### config.mk
export PLATFORM = sky130hd
export DESIGN_NAME = leitor_jogada
export DESIGN_NICKNAME = d
export VERILOG_FILES = /design/src/rtl/jogo_pkg.sv /design/src/rtl/contador_debounce.sv /design/src/rtl/leitor_jogada.sv
export SDC_FILE = /design/constraint.sdc
export NUM_CORES = 1
export LEC_CHECK = 0
export CORE_AREA = 2 2 51 53
export DETAILED_ROUTE_END_ITERATION = 10
export DIE_AREA = 0 0 53 55
export GPL_ROUTABILITY_DRIVEN = 0
export PLACE_DENSITY = 0.76
export SYNTH_ARGS = -nofsm -noshare
export SYNTH_HDL_FRONTEND = slang
export SYNTH_SLANG_ARGS = --single-unit
### constraint.sdc
create_clock -name clock -period 3.2 [get_ports clock]
set_clock_uncertainty 0.05 [all_clocks]
set_input_delay 0.64 -clock clock [delete_from_list [all_inputs] [get_ports clock]]
set_output_delay 0.64 -clock clock [all_outputs]
set_load 0.05 [all_outputs]
### src/rtl/jogo_pkg.sv
// Shared definitions for the memory game's player input path: state codes,
// switch count and the one-hot legality test used on the debounced code.
package jogo_pkg;

    localparam int N_CHAVES = 4;

    typedef enum logic [3:0] {
        ESPERA    = 4'd0,
        FILTRA    = 4'd1,
        REGISTRA  = 4'd2,
        INVALIDA  = 4'd3,
        SOLTA     = 4'd4,
        DESARMADO = 4'd5
    } estado_t;

    function automatic logic is_onehot(input logic [N_CHAVES-1:0] v);
        return ($countones(v) == 1);
    endfunction

endpackage

### src/rtl/contador_debounce.sv
// Saturating sample counter. zera clears it; zera together with conta restarts
// at 1 (the current sample counts); fim flags that MAX samples have been seen.
module contador_debounce #(
    parameter int MAX = 3
) (
    input  logic clock,
    input  logic reset,
    input  logic zera,
    input  logic conta,
    output logic fim
);

    localparam int W = $clog2(MAX + 1);
    localparam logic [W-1:0] MAX_W = W'(MAX);

    logic [W-1:0] cnt;

    always_ff @(posedge clock) begin
        if (reset) begin
            cnt <= '0;
        end else if (zera) begin
            cnt <= conta ? W'(1) : '0;
        end else if (conta && (cnt != MAX_W)) begin
            cnt <= cnt + W'(1);
        end
    end

    assign fim = (cnt == MAX_W);

endmodule

### src/rtl/leitor_jogada.sv
// Player switch reader: registers and debounces the switches, accepts one-hot
// presses once each, rejects stable multi-key presses, then waits for release.
module leitor_jogada
    import jogo_pkg::*;
#(
    parameter int DEBOUNCE_CYCLES = 3,
    parameter int RELEASE_CYCLES  = 2,
    parameter int N               = N_CHAVES
) (
    input  logic         clock,
    input  logic         reset,
    input  logic         habilita,
    input  logic [N-1:0] chaves,
    output logic [N-1:0] jogada,
    output logic         jogada_feita,
    output logic         jogada_invalida,
    output logic         db_tem_jogada,
    output logic [3:0]   db_estado
);

    // Output contract: jogada_feita and jogada_invalida are single-cycle
    // pulses with no handshake back; jogada is valid from the jogada_feita
    // cycle and holds until the next accepted press or reset.

    estado_t      estado, estado_prox;
    logic [N-1:0] chaves_r;
    logic [N-1:0] referencia;
    logic         chaves_ok;
    logic         armado;
    logic         habilita_r;
    logic         tem;
    logic         ref_carrega;
    logic         pr_zera, pr_conta, pr_fim;
    logic         rel_ativo, rel_zera, rel_conta, rel_fim;

    assign tem = (chaves_r != '0);

    always_comb begin
        estado_prox = estado;
        ref_carrega = 1'b0;
        case (estado)
            ESPERA: begin
                // A key already down when habilita rises, or never released
                // since reset, must be let go before it can count.
                if (habilita && tem) begin
                    if (!habilita_r || !armado) begin
                        estado_prox = DESARMADO;
                    end else begin
                        estado_prox = FILTRA;
                        ref_carrega = 1'b1;
                    end
                end
            end
            FILTRA: begin
                if (!habilita || !tem) begin
                    estado_prox = ESPERA;
                end else if (chaves_r != referencia) begin
                    ref_carrega = 1'b1;
                end else if (pr_fim) begin
                    estado_prox = is_onehot(referencia) ? REGISTRA : INVALIDA;
                end
            end
            REGISTRA, INVALIDA: estado_prox = SOLTA;
            SOLTA, DESARMADO: begin
                if (rel_fim) estado_prox = ESPERA;
            end
            default: estado_prox = ESPERA;
        endcase
    end

    assign pr_conta  = tem && ((estado == ESPERA) || (estado == FILTRA));
    assign pr_zera   = !((estado == FILTRA) && habilita && (chaves_r == referencia));
    assign rel_ativo = (estado == SOLTA) || (estado == DESARMADO);
    assign rel_conta = rel_ativo && !tem;
    assign rel_zera  = !rel_ativo || tem;

    contador_debounce #(.MAX(DEBOUNCE_CYCLES)) u_cnt_press (
        .clock (clock),
        .reset (reset),
        .zera  (pr_zera),
        .conta (pr_conta),
        .fim   (pr_fim)
    );

    contador_debounce #(.MAX(RELEASE_CYCLES)) u_cnt_release (
        .clock (clock),
        .reset (reset),
        .zera  (rel_zera),
        .conta (rel_conta),
        .fim   (rel_fim)
    );

    always_ff @(posedge clock) begin
        if (reset) begin
            estado          <= ESPERA;
            chaves_r        <= '0;
            chaves_ok       <= 1'b0;
            armado          <= 1'b0;
            habilita_r      <= 1'b0;
            referencia      <= '0;
            jogada          <= '0;
            jogada_feita    <= 1'b0;
            jogada_invalida <= 1'b0;
            db_tem_jogada   <= 1'b0;
        end else begin
            chaves_r   <= chaves;
            chaves_ok  <= 1'b1;
            habilita_r <= habilita;
            // chaves_r right after reset is the reset value, not a real sample.
            if (chaves_ok && !tem) armado <= 1'b1;
            estado <= estado_prox;
            if (ref_carrega) referencia <= chaves_r;
            jogada_feita    <= (estado_prox == REGISTRA);
            jogada_invalida <= (estado_prox == INVALIDA);
            if (estado_prox == REGISTRA) jogada <= referencia;
            db_tem_jogada <= tem;
        end
    end

    assign db_estado = estado;

endmodule

Word-level counts from Yosys, hierarchy flattened:

Index checks and enable logic that the tools add are counted.

* add/sub/neg operators: 5
* equality and inequality tests: 15
* muxes and demuxes: 20
* reduce and logical (&&, ||, !) cells: 23

Operators by type and width (count)
* 4-bit two-way mux: 5
* 4-bit by 2-bit equality test with 1-bit output, second input constant: 4
* 4-bit case mux with 4 select lines: 1
* 4-bit by 3-bit equality test with 1-bit output, second input constant: 2
* 1-bit logical AND: 8
* 1-bit two-way mux: 8
* 2-bit two-way mux: 4
* 1-bit logical NOT: 5
* 1-bit logical OR: 5
* 1-bit by 1-bit adder with 2-bit output: 2
* 2-bit by 1-bit adder with 2-bit output, second input constant: 2
* 2-bit equality test, second input constant: 2
* 4-bit by 1-bit equality test with 1-bit output, second input constant: 1
* 4-bit equality test: 1
* 4-bit logical NOT: 1
* 2-bit != test, second input constant: 2
* 4-bit != test: 1
* 4-bit nonzero test: 1
* 2-bit OR reduction: 2
* 2-bit by 2-bit adder with 3-bit output: 1
* 3-bit by 1-bit equality test with 1-bit output, second input constant: 1
* 3-bit two-way mux: 1
* 2-bit by 1-bit != test with 1-bit output, second input constant: 1
* 1-bit case mux with 2 select lines: 1
* 2-bit nonzero test: 1

* register bits after elaboration: 26
* input bits: 7
* output and inout bits: 11
* word-level logic and storage cells: 75

Longest topological paths before layout:

Gate-level depths: netlist of run 1.

* depth in word-level cells: 9
* mapped depth: 10
* gate-level depth less buffers: 9

By module:

From an unflattened synthesis of run 1, not the netlist that was laid out.

* cells, all modules: 126
* area, all modules: 1209.9 sq um

Modules (own cells, without submodules)
* leitor_jogada: times used 1, cells an instance 102, area an instance 962.2 sq um, sequential area each 440.4 sq um
* contador_debounce at u_cnt_release: times used 1, cells an instance 13, area an instance 133.9 sq um, sequential area each 40.0 sq um
* contador_debounce at u_cnt_press: times used 1, cells an instance 11, area an instance 113.9 sq um, sequential area each 40.0 sq um

Least setup slack after synthesis of run 1:

Ideal clock, no wire load.

* path kind: flip-flop to flip-flop
* start: register referencia[0]
* end: register jogada[0]
* library setup time: 0.132 ns
* arrival: 2.360 ns
* required time: 3.018 ns
* setup slack: 0.658 ns
* stages on the path, launching flop included: 11
* buffers on the path: 1
* clock period less this slack: 2.542 ns
* cells stage by stage: dfxtp_1 -> inv_1 -> fa_1 -> inv_1 -> ha_1 -> ha_1 -> nand2b_1 -> or4_1 -> buf_2 -> o31ai_1 -> a21oi_1

* word-level cells in the longest chain between the ends: 9
* elaborated cells on any way between the ends: 10
* those cells by class: add/sub (2); eq/ne (3); mux (5)

Ends and longest elaborated chain
* start: declaration: line leitor_jogada.sv:27 `logic [N-1:0] referencia;`
* start signal: assignment: line leitor_jogada.sv:112 `if (ref_carrega) referencia <= chaves_r;`
* 1-bit by 1-bit adder with 2-bit output (implied by the code): line jogo_pkg.sv:17 `return ($countones(v) == 1);`
* 2-bit by 2-bit adder with 3-bit output (implied by the code): line jogo_pkg.sv:17
* 3-bit by 1-bit equality test with 1-bit output: line jogo_pkg.sv:17
* 1-bit two-way mux: line leitor_jogada.sv:60 `estado_prox = is_onehot(referencia) ? REGISTRA : INVALIDA;`
* 4-bit two-way mux: line leitor_jogada.sv:59 `end else if (pr_fim) begin`
* 4-bit two-way mux: line leitor_jogada.sv:57 `end else if (chaves_r != referencia) begin`
* 4-bit two-way mux: line leitor_jogada.sv:55 `if (!habilita || !tem) begin`
* 4-bit case mux with 4 select lines: line leitor_jogada.sv:41 `case (estado)`
* 4-bit by 2-bit equality test with 1-bit output: line leitor_jogada.sv:115 `if (estado_prox == REGISTRA) jogada <= referencia;`
* end signal: assignment: line leitor_jogada.sv:115
* end: declaration: line leitor_jogada.sv:14 `output logic [N-1:0] jogada,`

Several ways; a longest one is shown, not always the timed one.
A chain may end at the register's enable or synchronous reset.

Final worst setup path of run 1:

* start: register referencia[0]
* end: register jogada[1]

* word-level cells in the longest chain between the ends: 9
* elaborated cells on any way between the ends: 10
* those cells by class: add/sub (2); eq/ne (3); mux (5)

Ends and longest elaborated chain (line)
* 1-bit by 1-bit adder with 2-bit output (implied by the code): jogo_pkg.sv:17
* 2-bit by 2-bit adder with 3-bit output (implied by the code): jogo_pkg.sv:17
* 3-bit by 1-bit equality test with 1-bit output: jogo_pkg.sv:17
* 1-bit two-way mux: leitor_jogada.sv:60
* 4-bit two-way mux: leitor_jogada.sv:59
* 4-bit two-way mux (*): leitor_jogada.sv:57
* 4-bit two-way mux (*): leitor_jogada.sv:55
* 4-bit case mux with 4 select lines (*): leitor_jogada.sv:41
* 4-bit by 2-bit equality test with 1-bit output (*): leitor_jogada.sv:115

Every way passes the cells marked *; elsewhere a longest branch is shown, timed or not.

==> results of run 1 <==
[sequential cells by signal, indices dropped and copies added, names as in the netlist]
register,flops
armado,1
chaves_ok,1
chaves_r,4
db_estado,4
db_tem_jogada,1
habilita_r,1
jogada,4
jogada_feita,1
jogada_invalida,1
referencia,4
u_cnt_press.cnt,2
u_cnt_release.cnt,2
[worst paths after layout]
check / startpoint / to / cells past startpoint
worst min register to register: jogada[2]$_SDFFE_PP0N_ / jogada[2]$_SDFFE_PP0N_ / 2
worst min-delay path: jogada[2]$_SDFFE_PP0N_ / jogada[2]$_SDFFE_PP0N_ / 2
worst max-delay path: referencia[0]$_SDFFE_PP0P_ / jogada[1]$_SDFFE_PP0N_ / 9
worst max register to register: referencia[0]$_SDFFE_PP0P_ / jogada[1]$_SDFFE_PP0N_ / 9
[cell usage after synthesis, drive strengths merged, types with 2 or more instances]
master / instances
ha: 4
mux2i: 5
nor3: 4
nor2b: 5
dfxtp: 26
nor2: 11
nand2: 11
nand3: 2
xnor2: 4
a21oi: 11
or4: 2
o31ai: 5
inv: 6
clkbuf: 3
nor4: 2
nor4b: 2
nand4: 9
[per-stage QoR]
| stage | utilization, % | setup slack (ns) | hold slack [ns] | instance area, sq um | instances |
|---|---|---|---|---|---|
| 2_1_floorplan | - | 0.658 | 0.382 | 1190 | 128 |
| 3_3_place_gp | 59.0 | 0.605 | 0.389 | 1400 | 173 |
| 3_5_place_dp | 59.0 | 0.498 | 0.403 | 1400 | 173 |
| 4_1_cts | 60.6 | 0.480 | 0.432 | 1430 | 177 |
| 5_1_grt | 60.6 | 0.335 | 0.454 | 1430 | 177 |
| 6_report | 60.6 | 0.477 | 0.430 | 1430 | 177 |
[critical path: cells and delay by family (launching register included)]
family / cells / cell delay [ns]
AO/OA/AOI/OAI: 2 / 0.38
adder cells (fa/ha/maj): 3 / 0.98
buffers and inverters: 2 / 0.13
flip-flops: 1 / 0.42
AND/OR/NAND/NOR: 2 / 0.66
[routing by layer]
layer	vias up	wire length (um)
met2	20	1150
met4	0	23
met5	-	0
met1	449	1020
met3	2	104
li1	496	-
[cell families after synthesis]
logic type	share of synthesized area (%)
AND/OR/NAND/NOR	27.3
flip-flops	43.7
AO/OA/AOI/OAI	11.2
buffers and inverters	3.68
adder cells (fa/ha/maj)	5.88
XOR/XNOR	3.68
multiplexers	4.20
other	0.315
[power by group]
part,switching (mW),internal (mW),total [mW],leakage [nW]
logic,0.0341,0.0270,0.0610,0.269
clock network,0.0988,0.0696,0.168,0.0210
registers,0.00855,0.332,0.341,0.212
[cell type report]
cell class                 instances  area (sq um)
clock buffer                       4          36.3
fill                             220           932
inverter                           7          26.3
multi-input combinational         91           627
sequential                        26           520
tap                               30          37.5
timing repair buffer              19           185
==> metrics.md, run 1 <==
| Metric | Value |
|---|---|
| Pwr Density | `around 400 nW/um^2` |
| Reg2reg setup slack | `around 0.48 ns` |
| Status | `completed` |
| Post-route ant nets | `0` |
| Critical path cell sequence | `inv_1 > fa_1 > inv_1 > ha_1 > ha_1 > nand2b_1 > or4_1 > o31ai_1 > a21oi_1` |
| Drc violations | `0` |
| Post-CTS resize count | `0` |
| CTS Hold Bufs | `0` |
| Final Hold Viols | `0` |
| Die Height | `between 50 and 60 um` |
| Largest net degree at the start of global routing | `17` |
| Diode count | `0` |
| TNS Setup | `0 ns` |
| Starting density of the core | `50.4%` |
| Final Total Pwr | `570 uW` |
| CTS buffer count | `3` |
| Die Area | `between 2000 and 3000 sq um` |
| Most frequent cells in the layout | `26 x dfxtp_1, 17 x clkdlybuf4s50_1, 11 x nor2_1, 11 x nand2_1, 11 x a21oi_1` |
| Layout cells sized above 1 | `under 10%` |
| Worst-path clk slew | `roughly 0.14 ns` |
| Sequential cell area fraction in the yosys report | `43.7%` |
| Via count | `approximately 970` |
| Final period util | `85.1%` |
| CP max-delay cell | `fa_1` |
| Router iterations before antenna repair | `4` |
| Met2 Usage GRT | `about a third` |
| P&R area growth vs syn | `20.3%` |
| Met1 Use GR | `21.2%` |
| I/O pin cnt | `18` |
| M3 GR Usage | `between 2 and 2.5%` |
| Number of setup buffers added after CTS | `0` |
| Max incr delay on CP | `0.53 ns` |
| Synth warn | `0` |
| Post-synth EDFFs | `0` |
| CTS tree | `done` |
| Mapped Cells | `128` |
| Max-cap violations | `0` |
| Dominant cells by area after synthesis | `dfxtp_1 44%, nand4_1 4.7%, a21oi_1 4.6%` |
| Routed wire length | `around 2.3 mm` |
| Grt ovf | `0` |
| H-tree Lvls | `1` |
| Required time of the worst setup path | `3.37 ns` |
| Net count, final | `between 150 and 200` |
| Root buf cell | `clkbuf_4` |
| Leakage | `between 0.5 and 0.6 nW` |
| Worst Tran Pin Value | `just over 0.5 ns` |
| Synth Cell Area | `roughly 1200 sq um` |
| Die W | `53 um` |
| Setup crit end kind | `flop` |
| Post-Syn Nets | `140` |
| Worst skew pair latency | `~0.32 ns` |
| RSZ-0062 raised after global routing | `no` |
| Std cell rows | `18` |
| Starting DRT DRC Count | `14` |
| CP Launch Type | `flop` |
| Post-synthesis register bit count | `26` |
| Fmax | `~0.37 GHz` |
| Core ar. | `about 2400 sq um` |
| Wire per inst | `around 13 um` |
| Cell variety after synth | `36` |
| Main synth FF type | `dfxtp_1` |
| DP Wirelength | `1.77 mm` |
| CP Class | `reg -> reg` |
| GRT Max-Usage Layer | `met2` |
| Commonest non-fill, non-tap cell in the layout | `dfxtp_1` |
| Vias in the first global route | `between 800 and 900` |
| Final Slew Violations | `0` |
| Via density | `5.46` |
| CTS sink count | `26` |
| Hold WC Path Type | `reg -> reg` |
| Total track usage | `17.7%` |
| Arrival @ worst endpoint | `approximately 2.9 ns` |
| Post-synth top area share | `a little over two fifths` |
| Avg Cell Area, Syn | `~9.3 sq um` |
| Synth area leader | `dfxtp_1` |
| Critical path peak fanout | `5` |
| Asr flop ratio synth | `0%` |
| Initial antenna violation count | `0` |
| Finish-stage setup viols | `0` |
| Max Root-Sink Buffers | `2` |
| First-pass GRT wire length | `between 3 and 4 mm` |
| Time the worst path needs with I/O delays and setup | `approximately 2.7 ns` |
| I/O Buffers | `17` |
| Worst rel slew slack | `65.3%` |
| Peak supply drop | `~280 uV` |
(Power assumes the default switching activity.)
==> run 2, diff against run 1 <==
--- a/config.mk
+++ b/config.mk
@@ -5,11 +5,12 @@
 export SDC_FILE = /design/constraint.sdc
 export NUM_CORES = 1
 export LEC_CHECK = 0
-export CORE_AREA = 2 2 51 53
+export CORE_AREA = 4 4 53 55
 export DETAILED_ROUTE_END_ITERATION = 10
-export DIE_AREA = 0 0 53 55
+export DIE_AREA = 0 0 57 59
 export GPL_ROUTABILITY_DRIVEN = 0
 export PLACE_DENSITY = 0.76
+export SETUP_SLACK_MARGIN = 0.15
 export SYNTH_ARGS = -nofsm -noshare
 export SYNTH_HDL_FRONTEND = slang
 export SYNTH_SLANG_ARGS = --single-unit
==> metrics.md, run 2 (same netlist as run 1, synthesis figures left out) <==
| Metric | Value |
|---|---|
| P&R area growth vs syn | `21.6%` |
| Required time of the worst setup path | `roughly 3.4 ns` |
| Peak supply drop | `~300 uV` |
| Starting DRT DRC Count | `16` |
| Vias in the first global route | `slightly below 1000` |
| CTS Hold Bufs | `0` |
| Critical path peak fanout | `5` |
| Fmax | `about 0.37 GHz` |
| Layout cells sized above 1 | `between 8 and 9%` |
| Drc violations | `0` |
| TNS Setup | `0 ns` |
| CP max-delay cell | `fa_1` |
| Worst Tran Pin Value | `0.566 ns` |
| Largest net degree at the start of global routing | `18` |
| Worst-path clk slew | `around 0.13 ns` |
| Met1 Use GR | `17.6%` |
| Net count, final | `160` |
| Commonest non-fill, non-tap cell in the layout | `dfxtp_1` |
| Routed wire length | `2.34 mm` |
| GRT Max-Usage Layer | `met2` |
| First-pass GRT wire length | `between 4 and 5 mm` |
| M3 GR Usage | `roughly 2%` |
| # placed instances | `approximately 170` |
| Max incr delay on CP | `between 0.5 and 0.6 ns` |
| DP Area | `roughly 1400 sq um` |
| Max-cap violations | `0` |
| Core ar. | `~2400 sq um` |
| RSZ-0062 raised after global routing | `no` |
| Post-route ant nets | `0` |
| Worst skew pair latency | `roughly 0.32 ns` |
| Leakage | `roughly 0.51 nW` |
| DP Wirelength | `1.79 mm` |
| I/O pin cnt | `18` |
| Finish-stage setup viols | `0` |
| Die Area | `around 3400 sq um` |
| Via density | `about 5.5` |
| Root buf cell | `clkbuf_4` |
| Hold WC Path Type | `reg -> reg` |
| Starting density of the core | `between 40% and 50%` |
| Number of setup buffers added after CTS | `0` |
| Initial antenna violation count | `0` |
| Final Total Pwr | `625 uW` |
| Finished Layout Cells | `approximately 180` |
| Router iterations before antenna repair | `4` |
| Time the worst path needs with I/O delays and setup | `~2.7 ns` |
| Design Area, Final | `1450 sq um` |
| Grt ovf | `0` |
| CTS tree | `done` |
| Largest delay share family, worst path | `adder cells` |
| CTS sink count | `26` |
| Met2 Usage GRT | `between 20% and 30%` |
| Most frequent cells in the layout | `26 x dfxtp_1, 17 x clkdlybuf4s50_1, 11 x nor2_1, 11 x nand2_1, 11 x a21oi_1` |
| Final Hold Viols | `0` |
| Total track usage | `15.4%` |
| Critical path cell sequence | `inv_1 > fa_1 > inv_1 > ha_1 > ha_1 > nand2b_1 > or4_1 > o31ai_1 > a21oi_1` |
| Via count | `977` |
| CP Class | `reg -> reg` |
| Std cell rows | `18` |
| Diode count | `0` |
| Post-CTS resize count | `0` |
| Worst rel slew slack | `a little over 60%` |
| Arrival @ worst endpoint | `approximately 2.9 ns` |
| Final Slew Violations | `0` |
| Final period util | `about 85%` |
| Wire per inst | `about 13 um` |
| Status | `completed` |
| Die W | `around 57 um` |
| Max Root-Sink Buffers | `2` |
| CTS buffer count | `3` |
| I/O Buffers | `17` |
| H-tree Lvls | `1` |
| Setup crit end kind | `flop` |
| Die Height | `just under 60 um` |
| Worst path bufs/invs | `2` |
| CP Launch Type | `flop` |
| Pwr Density | `between 400 and 500 nW/um^2` |
[run 2: cell count changes in the layout (fill, tap and decap cells not counted), sizes merged]
cell / delta
clkbuf: -1
bufinv: +1
[run 2: per-layer routing]
metal  share of wire (%)  vias up
met3                 5.1        4
met1                  44      455
met5                   0        -
li1                    -      496
met4                 1.1        0
met2                  50       22
[run 2: path summary, 6_finish.rpt]
| check | from | depth (start not counted) | endpoint | slack, ns |
|---|---|---|---|---|
| setup reg to reg | referencia[0]$_SDFFE_PP0P_ | 9 | jogada[2]$_SDFFE_PP0N_ | 0.47 |
| hold reg to reg | jogada[1]$_SDFFE_PP0N_ | 2 | jogada[1]$_SDFFE_PP0N_ | 0.43 |
| setup / recovery | referencia[0]$_SDFFE_PP0P_ | 9 | jogada[2]$_SDFFE_PP0N_ | 0.47 |
| hold / removal | jogada[1]$_SDFFE_PP0N_ | 2 | jogada[1]$_SDFFE_PP0N_ | 0.43 |
[run 2: power breakdown]
group | leakage [nW] | switching (mW) | internal (mW)
Clock | 0.0279 | 0.0969 | 0.127
Sequential | 0.212 | 0.00860 | 0.332
Combinational | 0.269 | 0.0342 | 0.0269
[run 2: cell type report]
type / count / area [sq um]
Clock buffer: 3 / 22.5
Inverter: 7 / 26.3
Fill cell: 220 / 938
Timing Repair Buffer: 19 / 185
Clock inverter: 1 / 30.0
Tap cell: 30 / 37.5
Multi-Input combinational cell: 91 / 627
Sequential cell: 26 / 520
[run 2: tightest hold or removal path: cells and delay by family (launching register included)]
family	cells	cell delay, ns
flip-flops	1	0.33
AO/OA/AOI/OAI	2	0.11
[run 2: stage by stage]
| stage | util (%) | hold WS (ns) | worst slack [ns] |
|---|---|---|---|
| global route | 60.7 | 0.455 | 0.320 |
| finish | 60.7 | 0.427 | 0.470 |
| global placement | 58.5 | 0.388 | 0.609 |
| floorplan | - | 0.382 | 0.658 |
| CTS | 60.7 | 0.430 | 0.466 |
| detailed placement | 58.5 | 0.410 | 0.489 |
